**src/rtl/if_fetch_unit_pkg.sv**
```systemverilog
// Shared definitions for the instruction-fetch stage: state encoding,
// default reset PC / NOP word and an address-alignment helper.
package if_fetch_unit_pkg;

   typedef enum logic [1:0] {
      IF_FETCH  = 2'd0,
      IF_SQUASH = 2'd1,
      IF_HOLD   = 2'd2
   } if_state_e;

   localparam logic [1:0] ST_FETCH  = 2'd0;
   localparam logic [1:0] ST_SQUASH = 2'd1;
   localparam logic [1:0] ST_HOLD   = 2'd2;

   localparam logic [31:0] IF_RESET_PC = 32'h0000_0000;
   localparam logic [31:0] IF_NOP_WORD = 32'h0000_0000;

   function automatic logic [31:0] word_align(input logic [31:0] a);
      return {a[31:2], 2'b00};
   endfunction

endpackage

```
**src/rtl/if_fetch_unit_if_id_reg.sv**
```systemverilog
// IF/ID pipeline register: holds while en=0, otherwise loads a fetched
// instruction (load=1) or collapses to a NOP bubble (load=0).
module if_id_reg
   import if_fetch_unit_pkg::*;
#(
   parameter logic [31:0] NOP_WORD = IF_NOP_WORD
) (
   input  logic        clk,
   input  logic        rst,
   input  logic        en,
   input  logic        load,
   input  logic [31:0] inst_in,
   input  logic [31:0] pc_plus4_in,
   output logic [31:0] inst_o,
   output logic [31:0] pc_plus4_o,
   output logic        valid_o
);

   logic [31:0] inst_q, inst_d;
   logic [31:0] pc4_q, pc4_d;
   logic        valid_q, valid_d;

   always_comb begin
      inst_d  = inst_q;
      pc4_d   = pc4_q;
      valid_d = valid_q;
      if (en) begin
         if (load) begin
            inst_d  = inst_in;
            pc4_d   = pc_plus4_in;
            valid_d = 1'b1;
         end else begin
            inst_d  = NOP_WORD;
            pc4_d   = 32'd0;
            valid_d = 1'b0;
         end
      end
   end

   always_ff @(posedge clk) begin
      if (rst) begin
         inst_q  <= NOP_WORD;
         pc4_q   <= 32'd0;
         valid_q <= 1'b0;
      end else begin
         inst_q  <= inst_d;
         pc4_q   <= pc4_d;
         valid_q <= valid_d;
      end
   end

   assign inst_o     = inst_q;
   assign pc_plus4_o = pc4_q;
   assign valid_o    = valid_q;

endmodule

```
**src/rtl/if_fetch_unit.sv**
```systemverilog
// Instruction-fetch stage: PC, fetch FSM (FETCH/SQUASH/HOLD), one-entry skid
// buffer for words that arrive during a stall, and pending-redirect register.
module if_fetch_unit
   import if_fetch_unit_pkg::*;
#(
   parameter logic [31:0] RESET_PC = IF_RESET_PC,
   parameter logic [31:0] NOP_WORD = IF_NOP_WORD
) (
   input  logic        clk,
   input  logic        rst,
   input  logic        stall,
   input  logic        is_branch,
   input  logic [31:0] branch_address,
   input  logic        is_rst_IF_ID,
   output logic        imem_req,
   output logic [31:0] imem_addr,
   input  logic        imem_ack,
   input  logic [31:0] imem_rdata,
   output logic [31:0] pc_plus4_ID,
   output logic [31:0] inst_ID,
   output logic        valid_ID,
   output if_state_e   dbg_state
);

   // Memory handshake: a request is outstanding every cycle imem_req=1; the
   // word is taken in the cycle imem_req=1 and imem_ack=1 (possibly the same
   // cycle the request first appears). imem_addr is held until that cycle.

   logic [1:0]  state_q, state_d;
   logic [31:0] pc_q, pc_d;
   logic [31:0] redir_q, redir_d;
   logic [31:0] skid_inst_q, skid_inst_d;
   logic [31:0] skid_pc4_q, skid_pc4_d;

   logic        ack, redirect, deliver, id_en, id_load;
   logic [31:0] pc_plus4, branch_target, id_inst, id_pc4;

   assign imem_req      = !rst && (state_q != ST_HOLD);
   assign imem_addr     = pc_q;
   assign ack           = imem_req && imem_ack;
   assign redirect      = is_branch && !stall;
   assign branch_target = word_align(branch_address);
   assign pc_plus4      = pc_q + 32'd4;
   assign dbg_state     = if_state_e'(state_q);

   always_comb begin
      state_d     = state_q;
      pc_d        = pc_q;
      redir_d     = redir_q;
      skid_inst_d = skid_inst_q;
      skid_pc4_d  = skid_pc4_q;
      deliver     = 1'b0;
      id_inst     = imem_rdata;
      id_pc4      = pc_plus4;
      case (state_q)
         ST_FETCH: begin
            if (ack) begin
               if (redirect) begin
                  pc_d = branch_target;
               end else begin
                  pc_d = pc_plus4;
                  if (stall) begin
                     skid_inst_d = imem_rdata;
                     skid_pc4_d  = pc_plus4;
                     state_d     = ST_HOLD;
                  end else begin
                     deliver = 1'b1;
                  end
               end
            end else if (redirect) begin
               redir_d = branch_target;
               state_d = ST_SQUASH;
            end
         end
         ST_SQUASH: begin
            // The newest redirect wins, even when it lands on the ack cycle.
            if (ack) begin
               pc_d    = redirect ? branch_target : redir_q;
               state_d = ST_FETCH;
            end else if (redirect) begin
               redir_d = branch_target;
            end
         end
         ST_HOLD: begin
            if (!stall) begin
               state_d = ST_FETCH;
               if (is_branch) begin
                  pc_d = branch_target;
               end else begin
                  deliver = 1'b1;
                  id_inst = skid_inst_q;
                  id_pc4  = skid_pc4_q;
               end
            end
         end
         default: state_d = ST_FETCH;
      endcase
      id_en   = !stall;
      id_load = deliver && !is_rst_IF_ID;
   end

   always_ff @(posedge clk) begin
      if (rst) begin
         state_q     <= ST_FETCH;
         pc_q        <= word_align(RESET_PC);
         redir_q     <= 32'd0;
         skid_inst_q <= 32'd0;
         skid_pc4_q  <= 32'd0;
      end else begin
         state_q     <= state_d;
         pc_q        <= pc_d;
         redir_q     <= redir_d;
         skid_inst_q <= skid_inst_d;
         skid_pc4_q  <= skid_pc4_d;
      end
   end

   if_id_reg #(
      .NOP_WORD(NOP_WORD)
   ) u_if_id_reg (
      .clk         (clk),
      .rst         (rst),
      .en          (id_en),
      .load        (id_load),
      .inst_in     (id_inst),
      .pc_plus4_in (id_pc4),
      .inst_o      (inst_ID),
      .pc_plus4_o  (pc_plus4_ID),
      .valid_o     (valid_ID)
   );

endmodule
```
**config.mk**
```make
export PLATFORM = sky130hd
export DESIGN_NAME = if_fetch_unit
export DESIGN_NICKNAME = d
export VERILOG_FILES = /design/src/rtl/if_fetch_unit_pkg.sv /design/src/rtl/if_fetch_unit_if_id_reg.sv /design/src/rtl/if_fetch_unit.sv
export SDC_FILE = /design/constraint.sdc
export NUM_CORES = 1
export LEC_CHECK = 0
export ABC_AREA = 1
export CAP_MARGIN = 20
export CORE_MARGIN = 4
export CORE_UTILIZATION = 40
export CTS_CLUSTER_SIZE = 14
export DETAILED_ROUTE_END_ITERATION = 10
export PLACE_DENSITY = 0.73
export SLEW_MARGIN = 20
export SYNTH_ARGS = -nofsm -noshare
export SYNTH_HDL_FRONTEND = slang
export SYNTH_SLANG_ARGS = --single-unit
```
**constraint.sdc**
```tcl
create_clock -name clk -period 1.8 [get_ports clk]
set_input_delay 0.36 -clock clk [delete_from_list [all_inputs] [get_ports clk]]
set_output_delay 0.36 -clock clk [all_outputs]
set_load 0.02 [all_outputs]
```
== Word-level counts from Yosys, hierarchy flattened ==
Cells that the tools add are included.
Storage, ports and cells
  register bits after elaboration: 195
  memory bits (writable): 0
  word-level logic and storage cells: 62
  memories kept: 0
  input port bits: 70
  output and inout port bits: 100
  memory bits (read-only): 0
  latch bits: 0
Cells by class
  add/subtract/negate cells: 1
  div/mod/pow operators: 0
  $lt $le $gt $ge: 0
  mux-type cells: 27
  eq/ne operators: 10
  reduce and logical (&&, ||, !) cells: 14
  multipliers: 0
  bitwise gates (word level): 2
  shifts and indexed selects: 0
Operators by type and width (number)
  $mux 32: 12
  $pmux 32 s3: 1
  $add 32x3->32 const B: 1
  $mux 2: 6
  $ne 2x2->1 const B: 5
  $reduce_and 5->1: 2
  $ne 3x3->1 const B: 3
  $mux 1: 6
  $pmux 2 s3: 1
  $logic_and 1x1->1: 4
  $reduce_and 4->1: 1
  $logic_not 1->1: 3
  $reduce_bool 3->1: 1
  $eq 2x1->1 const B: 1
  $eq 2x2->1 const B: 1
  $logic_not 2->1: 1
  $not 1->1: 2
  $pmux 1 s2: 1
  $reduce_and 2->1: 1
  $reduce_or 2->1: 1

== Depth between registers and ports, before layout ==
Gate-level depths: netlist of run 1.
  word-level depth: 7
  mapped depth: 12
  mapped depth without buffers: 12

== By module ==
From an unflattened synthesis of run 1, not the netlist that was laid out.
Second synthesis, totals
  cell total of the unflattened synthesis: 1437
  area, all modules: 9759.4 µm²
By module, submodules not included
  if_fetch_unit: cells an instance 1148, instances 1, seq. area each 2602.5 µm², area each 7283.2 µm²
  if_id_reg: cells an instance 289, instances 1, seq. area each 1301.2 µm², area each 2476.1 µm²

== Worst setup path before layout of run 1 ==
OpenSTA, ideal clock, no wires.
  kind: register to register
  start: register state_q[0], in the netlist dbg_state[0]
  end: register pc_q[27], in the netlist imem_addr[27]
  path slack: -0.172 ns
  arrival time: 1.840 ns
  required time: 1.668 ns
  stages on the path, launching flop included: 11
  setup time: 0.132 ns
  cell sequence: dfxtp_1 inv_1 ha_1 nor2_4 nand2_1 o21ai_2 nand4_2 buf_4 buf_6 nand2_1 a21oi_1
Between the ends
  longest elaborated chain between the ends: 5
  elaborated cells between the ends (all ways): 13
RTL lines
  start, declared: RTL line if_fetch_unit.sv:29  | logic [1:0] state_q, state_d;
  start signal, assigned: RTL line if_fetch_unit.sv:110  | state_q <= state_d;
  $ne 2x2->1 *: RTL line if_fetch_unit.sv:38  | assign imem_req = !rst && (state_q != ST_HOLD);
  $logic_and 1x1->1 *: RTL line if_fetch_unit.sv:38
  named net imem_req: RTL line if_fetch_unit.sv:15  | output logic imem_req,
  $logic_and 1x1->1 *: RTL line if_fetch_unit.sv:40  | assign ack = imem_req && imem_ack;
  $ne 2x2->1 (no source line)
  $reduce_and 5->1 (no source line) *
  end signal, assigned: RTL line if_fetch_unit.sv:105  | pc_q <= word_align(RESET_PC);
  end signal, assigned: RTL line if_fetch_unit.sv:111  | pc_q <= pc_d;
  end, declared: RTL line if_fetch_unit.sv:30  | logic [31:0] pc_q, pc_d;
The timed path passes the listed nets; every way through them passes the cells marked *.
A chain may end at the register's enable or synchronous reset.

== Worst setup path in the final report of run 1 ==
  start: register state_q[0], in the netlist dbg_state[0]
  end: register pc_q[12], in the netlist imem_addr[12]
Between the ends
  longest elaborated chain between the ends: 5
  elaborated cells between the ends (all ways): 13
RTL lines (RTL line)
  $ne 2x2->1: if_fetch_unit.sv:38
  $logic_and 1x1->1: if_fetch_unit.sv:38
  $logic_and 1x1->1: if_fetch_unit.sv:40
  $ne 2x2->1 (no source line)
  $reduce_and 5->1 (no source line)
Several ways; a longest one is shown, not always the timed one.

==> results of run 1 <==
## routing by layer
metal,up-vias,track usage (%)
met5,-,0
met4,0,6.367
met3,55,4.189
met2,351,33.96
met1,4777,32.03
li1,5266,-
## how the worst max path moves through the flow
stage / start / endpoint / slack (ns) / cells past startpoint
6_report: dbg_state[0] / imem_addr[12] / -0.03 / 11
5_1_grt: dbg_state[0] / imem_addr[12] / -0.13 / 11
4_1_cts: imem_addr[3] / imem_addr[24] / -0.003 / 12
3_5_place_dp: is_branch / imem_addr[16] / -0.31 / 11
3_3_place_gp: is_branch / imem_addr[16] / -0.33 / 11
2_1_floorplan: imem_addr[2] / u_if_id_reg.pc_plus4_o[14] / 0.01 / 9
## kinds of logic (layout without fill, tap and decap cells)
logic type	count (synthesis)	count (layout)	share of synthesized area [%]
xor+xnor	14	14	1.269
buf+inv	251	517	10.40
simple gates	549	549	23.38
fa+ha+maj	4	4	0.5181
flops	195	195	40.41
compound gates	447	447	24.03
## timing repair
item	CTS	global route
hold endpoints to repair	0	0
setup buffers	2	10
pin swaps	2	28
cloned	1	6
hold buffers	0	0
resized for setup	61	136
setup endpoints to repair	64	159
## critical path: stages, from the launching register on
cell and delay, ns:
dfxtp_2 0.37, inv_4 0.06, ha_4 0.18, nor2_4 0.14
nand2_2 0.10, o21ai_4 0.09, nand4_4 0.10, buf_12 0.17
clkbuf_16 0.17, a21oi_1 0.24, nand2_2 0.09, inv_2 0.05
## power breakdown
part / switching, mW / internal, mW / leakage, nW
combinational: 2.52 / 1.91 / 4.50
clock: 2.07 / 1.94 / 0.305
sequential: 0.360 / 4.75 / 1.60
total: 4.94 / 8.60 / 6.41
## cells in the final DEF, fill, tap and decap left out, types with 10 or more instances in the layout
| master | n |
|---|---|
| dfxtp_2 | 10 |
| inv_2 | 10 |
| clkbuf_16 | 21 |
| buf_4 | 132 |
| nand2_1 | 386 |
| clkdlybuf4s50_1 | 94 |
| a21oi_1 | 196 |
| a31oi_1 | 12 |
| a21oi_2 | 20 |
| nor2_4 | 12 |
| o211ai_1 | 13 |
| o22ai_1 | 10 |
| dlymetal6s2s_1 | 29 |
| dfxtp_1 | 182 |
| nor2_1 | 52 |
| o21ai_0 | 163 |
| nand2_2 | 16 |
| o21ai_1 | 22 |
| buf_12 | 19 |
| nand3_1 | 43 |
| dlygate4sd2_1 | 41 |
| inv_1 | 142 |
## sequential cells by signal (all words and copies together) (netlist names)
register / cells
imem_addr: 32
redir_q: 32
skid_inst_q: 32
skid_pc4_q: 32
u_if_id_reg.inst_o: 32
u_if_id_reg.pc_plus4_o: 32
dbg_state: 2
u_if_id_reg.valid_o: 1
## area by class of cell
cell class              instances  area (µm²)
repair buffers                328        3229
repair inverters                1       7.507
inverters                     156       596.8
flip-flops and latches        195        3928
clock inverters                15       211.5
multi-input cells            1014        5104
clock buffers                  17       425.4
fillers                      2131        9712
well taps                     319       399.1
==> run metrics, run 1 <==
min-delay src skid_pc4_q[3]; unrepaired setup endpoints after global routing true; H-tree Lvls 4; Sinks on Clock Net between 150 and 200; hold path depth 2; Die Area between 0.02 and 0.03 mm²; Min Hold Slack 0.4488 ns; max_slew headroom 50.85%; clock-pin transition on the worst setup and hold timing paths ~0.080 ns; Total Routing Usage GR 22.22%; Setup TNS Final -0.05106 ns; origin of the critical flop-to-flop path dbg_state[0]; total power 13.54 mW; root buffer cell clkbuf_16; setup violators final 5; floorplan core area about 0.024 mm²; Die Width between 150 and 200 µm; CTS Buf Count 17; Layout Cells excl Fill slightly above 2,000; first-pass GRT wire length 48,130 µm; IO Count 170; Pre-antenna DRT Iters 5; chip height 163.4 µm; Synth area leaders dfxtp_1 (40%), nand2_1 (16%), a21oi_1 (11%), o21ai_0 (9.2%), inv_1 (5.7%); HPWL Detailed roughly 21,000 µm; final critical-path setup slack -0.02664 ns; Max-cap violations 0; Final Max Tran Viols 0; Post-Syn Area per Cell roughly 6.6 µm²; number of global-route vias before repair 9,285; Starting Density between 40% and 50%; hold crit path type flip-flop to flip-flop; post-layout min period ~1.8 ns; status complete, but fails checks; Post-Syn Instances 1,460; EDFF count, synth 0; grt total ovfl 0; GPL Wtd Cong 0.9764; Placed Instances between 1,500 and 2,000; fin area between 0.01 and 0.015 mm²; CP Max Fanout 10; async set-reset flop share out of synthesis 0%; Reg2Reg Setup Slack -0.03 ns; PwrDens slightly below 1000 mW/mm²; Worst IR Drop VDD 625.0 µV; Final Hold Fails 0; number of port buffers around 170; Post-Syn Area just under 0.01 mm²; fraction of layout cells with a size suffix above 1 between 15 and 20%; metal3 WL 2124 µm; drt drc 0; final core occ around three fifths; syn nets approximately 1,500; Rows 56; wire per inst 15.57 µm; period utilisation layout 101.5%; largest net degree at the start of global routing 106; Synth warnings 0; most common library cells after synthesis nand2_1 (401), a21oi_1 (217), dfxtp_1 (195), o21ai_0 (178), inv_1 (147); Setup CP Type flip-flop to flip-flop; Leak 6.406 nW; Area Overhead vs Synth 43.89%; clk_lat worst skew 0.45 ns; Routed met2 length roughly 14,000 µm; Final Skew approximately 0.017 ns; crit end category flip-flop; Post-Route WL about 32,000 µm; worst reg2reg path depth 11; Routed Antenna Nets 0; count of cell types in the netlist 38; FF+latch count, synth about 200; pre-CTS WS -0.3099 ns; initial antenna violation count 0; Vias/cell approximately 5.1; Post-DP Area between 0.01 and 0.015 mm²; ys flop type dfxtp_1; Clock Path Buffers 2; Final #Nets roughly 1,800; post-synth top area share 40.41%; Min-Delay Endpoint skid_pc4_q[3]; ANT cells 0; dominant cell by count in the synthesized netlist nand2_1; fmax roughly 550 MHz; DR top layer met4; CTS tree built; failing checks setup timing; via count 10,449; Worst setup SP type flip-flop; Worst-Margin Slew roughly 0.74 ns; r2r endpoint imem_addr[12]; sequential area share after synthesis between 40% and 50%; CP arrival between 2 and 2.5 ns; worst path required time around 2.2 ns; Metal-1 WL 14,540 µm; initial drt markers just under 1,000; Synth area leader dfxtp_1
Note: power is estimated with default switching activity, not from simulation.
==> run 2: changes to the inputs <==
ABC_AREA = unset   (was 1)
PLACE_DENSITY = 0.74   (was 0.73)
==> run 2 against run 1 <==
The run still ends with setup timing left. Wire length increased by 9.4%. Clock power decreased by 4%. Clock-buffer cell count increased by 1. Highest routed layer is now met5. Critical endpoint is now skid_pc4_q[19]. Register-to-register slack got worse by 0.20 ns. Global-route usage increased by 2.8 points. Largest power group unchanged.
==> run metrics, run 2 <==
Starting Density 40.80% (-0.11 points); Synth area leader dfxtp_1; count of cell types in the netlist 70 (+84%); Routed Antenna Nets 0 (unchanged); origin of the critical flop-to-flop path dbg_state[1]; Final #Nets 1,590 (-11%); part of the power in registers 42.1% (+4.4 points); wire per inst 19.21 µm (+23%); H-tree Lvls 4 (unchanged); GPL Wtd Cong 0.9133 (-6.5%); Min Hold Slack 0.3217 ns (-0.1271 ns); clk_lat worst skew 0.44 ns (about the same); Die Area 0.02567 mm² (-3.9%); FILL cells 1,837 (-14%); power share of the clock group 34.8% (+5.2 points); Post-Syn Area per Cell 7.646 µm² (+16%); unrepaired setup endpoints after global routing true; Reg area 0.003948 mm² (+0.51%); number of global-route vias before repair 9,681 (+4.3%); Worst-Margin Slew 0.6318 ns (-0.1054 ns); Worst setup SP type flip-flop; area of the multi-input gates 0.005728 mm² (+12%); largest net degree at the start of global routing 59 (-44%); Worst Path Buf+Inv 4 (unchanged); HPWL Detailed 22,520 µm (+8.5%); EDFF count, synth 0 (unchanged); Levels on crit path 9 (-2); crit end category flip-flop; Hold Buf Count CTS 0 (unchanged); Critical-path top delay cell dfxtp_4; Rows 55 (-1.8%); Setup crit end skid_pc4_q[19]; commonest non-fill, non-tap cell in the layout nand2_1; commonest cells after routing, fill and taps aside nand2_1 (253), dfxtp_1 (176), buf_4 (167); Synth area leaders dfxtp_1 (42%), nand2_1 (11%), a21oi_1 (10%), nor2_1 (4.0%), clkbuf_1 (3.6%); Sinks on Clock Net 195 (unchanged); ANT cells 0 (unchanged); dominant cell by count in the synthesized netlist nand2_1; Clock Path Buffers 2 (unchanged); Layout Cells excl Fill 1,814 (-11%); most common library cells after synthesis nand2_1 (260), dfxtp_1 (195), a21oi_1 (188), nor2_1 (99), clkbuf_1 (89); initial drt markers 946 (-1.6%); Total Routing Usage GR 25.06% (+2.8 points); Final Skew 0.02205 ns (+0.005215 ns); post-synth top area share 42.13% (+1.7 points); ys flop type dfxtp_1; CP Max Fanout 10 (unchanged); switch share 30.36% (-6.1 points); clock-pin transition on the worst setup and hold timing paths 0.07 ns (about the same); syn nets 1,286 (-16%); PwrDens 756.2 mW/mm² (-22%); Setup CP Type flip-flop to flip-flop; delay-heaviest family, CP buffers and inverters; final core occ 64.06% (+5.2 points); Synth warnings 0 (unchanged); peak per-stage delay on the critical path 0.36 ns (about the same); CP arrival 2.38 ns (+0.16 ns); worst reg2reg path depth 9 (-2); initial antenna violation count 1 (+1); post-layout min period 2.024 ns (+0.1971 ns); Pre-antenna DRT Iters 5 (unchanged); setup violators final 161 (+156); floorplan core area 0.02271 mm² (-3.8%); hold crit path type primary input to flip-flop; crit-path cells buf_6 > ha_4 > nor4bb_2 > buf_4 > buf_4 > and2_4 > buf_12 > o21ai_0 > a21oi_1; Comb pwr share 23.1% (-9.6 points); root buffer cell clkbuf_16; Reg2Reg Setup Slack -0.22 ns (-0.20 ns); async set-reset flop share out of synthesis 0% (unchanged); drt drc 0 (unchanged); Leak 5.943 nW (-7.2%); period utilisation layout 112.4% (+11 points); failing checks setup timing; sequential area share after synthesis 42.13% (+1.7 points); total power 11.00 mW (-19%); Area Overhead vs Synth 56.99%; via count 10,286 (-1.6%); CTS tree built; status complete, but fails checks; Die Width 160.2 µm (-2.0%); first-pass GRT wire length 52,500 µm (+9.1%); Post-Route WL 34,840 µm (+9.4%); fraction of layout cells with a size suffix above 1 28.25% (+11 points); Final Max Tran Viols 0 (unchanged); max_slew headroom 57.88% (+7.0 points); grt total ovfl 0 (unchanged); final critical-path setup slack -0.2238 ns (-0.1971 ns); Worst IR Drop VDD 560.6 µV (-10%); P_int 7.660 mW (-11%); FF+latch count, synth 195 (unchanged); chip height 160.2 µm (-2.0%); number of port buffers 167 (unchanged); r2r endpoint skid_pc4_q[19]; CTS Buf Count 17 (unchanged); Vias/cell 5.670 (+11%); Post-Syn Area 0.009266 mm² (-4.1%); fmax 494.1 MHz (-9.7%); Max-cap violations 0 (unchanged); Final Hold Fails 0 (unchanged); most frequent CP cell buf_4; Placed Instances 1,731 (-13%); Switch Pwr 3.340 mW (-32%); CP startpoint dbg_state[1]; Post-Syn Instances 1,212 (-17%); worst path required time 2.15 ns (-0.05 ns); IO Count 170 (unchanged)
-- run 2: cell types whose count changed after synthesis, sizes merged, moves of 16 or more --
cell	before	now
clkbuf	60	89
a21oi	217	188
a211oi	3	27
nor3	3	19
o21ai	187	51
inv	154	19
nand2	404	260
xnor2	3	19
nand3	54	27
nor2	72	99
buf	35	18
-- run 2: logic make-up after synthesis --
kind of cell,synth area share [%]
AND/OR/NAND/NOR,22.63
AO/OA/AOI/OAI,25.70
flip-flops,42.13
buffers and inverters,5.374
XOR/XNOR,2.552
multiplexers,1.080
adder cells (fa/ha/maj),0.5401
-- run 2: metal layers --
| layer | global-route usage (%) | part of all wire (%) | wire length, µm |
|---|---|---|---|
| met1 | 33.10 | 43 | 14970 |
| met2 | 40.96 | 48 | 16580 |
| met3 | 4.826 | 6.5 | 2277 |
| met4 | 9.034 | 2.9 | 1008 |
| met5 | 0 | 0.032 | 11 |
-- run 2: what timing repair did --
action | CTS | global route
setup endpoints to repair | 192 | 184
gates cloned | 13 | 5
gates resized for setup | 140 | 110
pin swaps | 37 | 24
setup buffers | 26 | 11
-- run 2: power by group through the flow --
stage | Clock [mW] | Combinational [mW] | Sequential [mW]
global placement | 0 | 2.11 | 4.70
detailed placement | 0 | 2.13 | 4.71
finish | 3.83 | 2.54 | 4.63
floorplan | 0 | 1.03 | 4.79
global route | 4.04 | 2.69 | 4.64
CTS | 3.85 | 2.33 | 4.61
-- run 2: stage by stage --
stage | cell area [µm²] | TNS (ns) | worst slack (ns)
2_1_floorplan | 9704 | -6.494 | -0.1559
3_3_place_gp | 12560 | -57.31 | -0.4994
3_5_place_dp | 12560 | -62.31 | -0.5277
4_1_cts | 13960 | -13.10 | -0.1557
5_1_grt | 14550 | -30.65 | -0.2813
6_report | 14550 | -19.25 | -0.2238
-- run 2: worst register-to-register path, cell delays in order (launching register included) --
cell      delay (ns)
dfxtp_4         0.36
buf_6           0.12
ha_4            0.18
nor4bb_2        0.28
buf_4           0.25
buf_4           0.14
and2_4          0.18
buf_12          0.13
o21ai_0         0.12
a21oi_1         0.17
-- run 2: worst min-delay path by stage --
stage | slack, ns | cells after the start | startpoint | endpoint
final | 0.32 | 3 | rst | dbg_state[0]
after CTS | 0.32 | 3 | rst | dbg_state[0]
after detailed placement | 0.45 | 2 | redir_q[16] | redir_q[16]
after global routing | 0.33 | 3 | rst | dbg_state[0]
after floorplan | 0.44 | 2 | redir_q[10] | redir_q[10]
after global placement | 0.44 | 2 | skid_pc4_q[0] | skid_pc4_q[0]
-- run 2: cell type report --
type	instances	share of cell area, %
clock buffers	18	3.019
clock inverters	14	1.032
inverters	19	0.5246
multi-input cells	894	39.37
flip-flops and latches	195	27.14
well taps	285	2.451
repair buffers	389	26.46
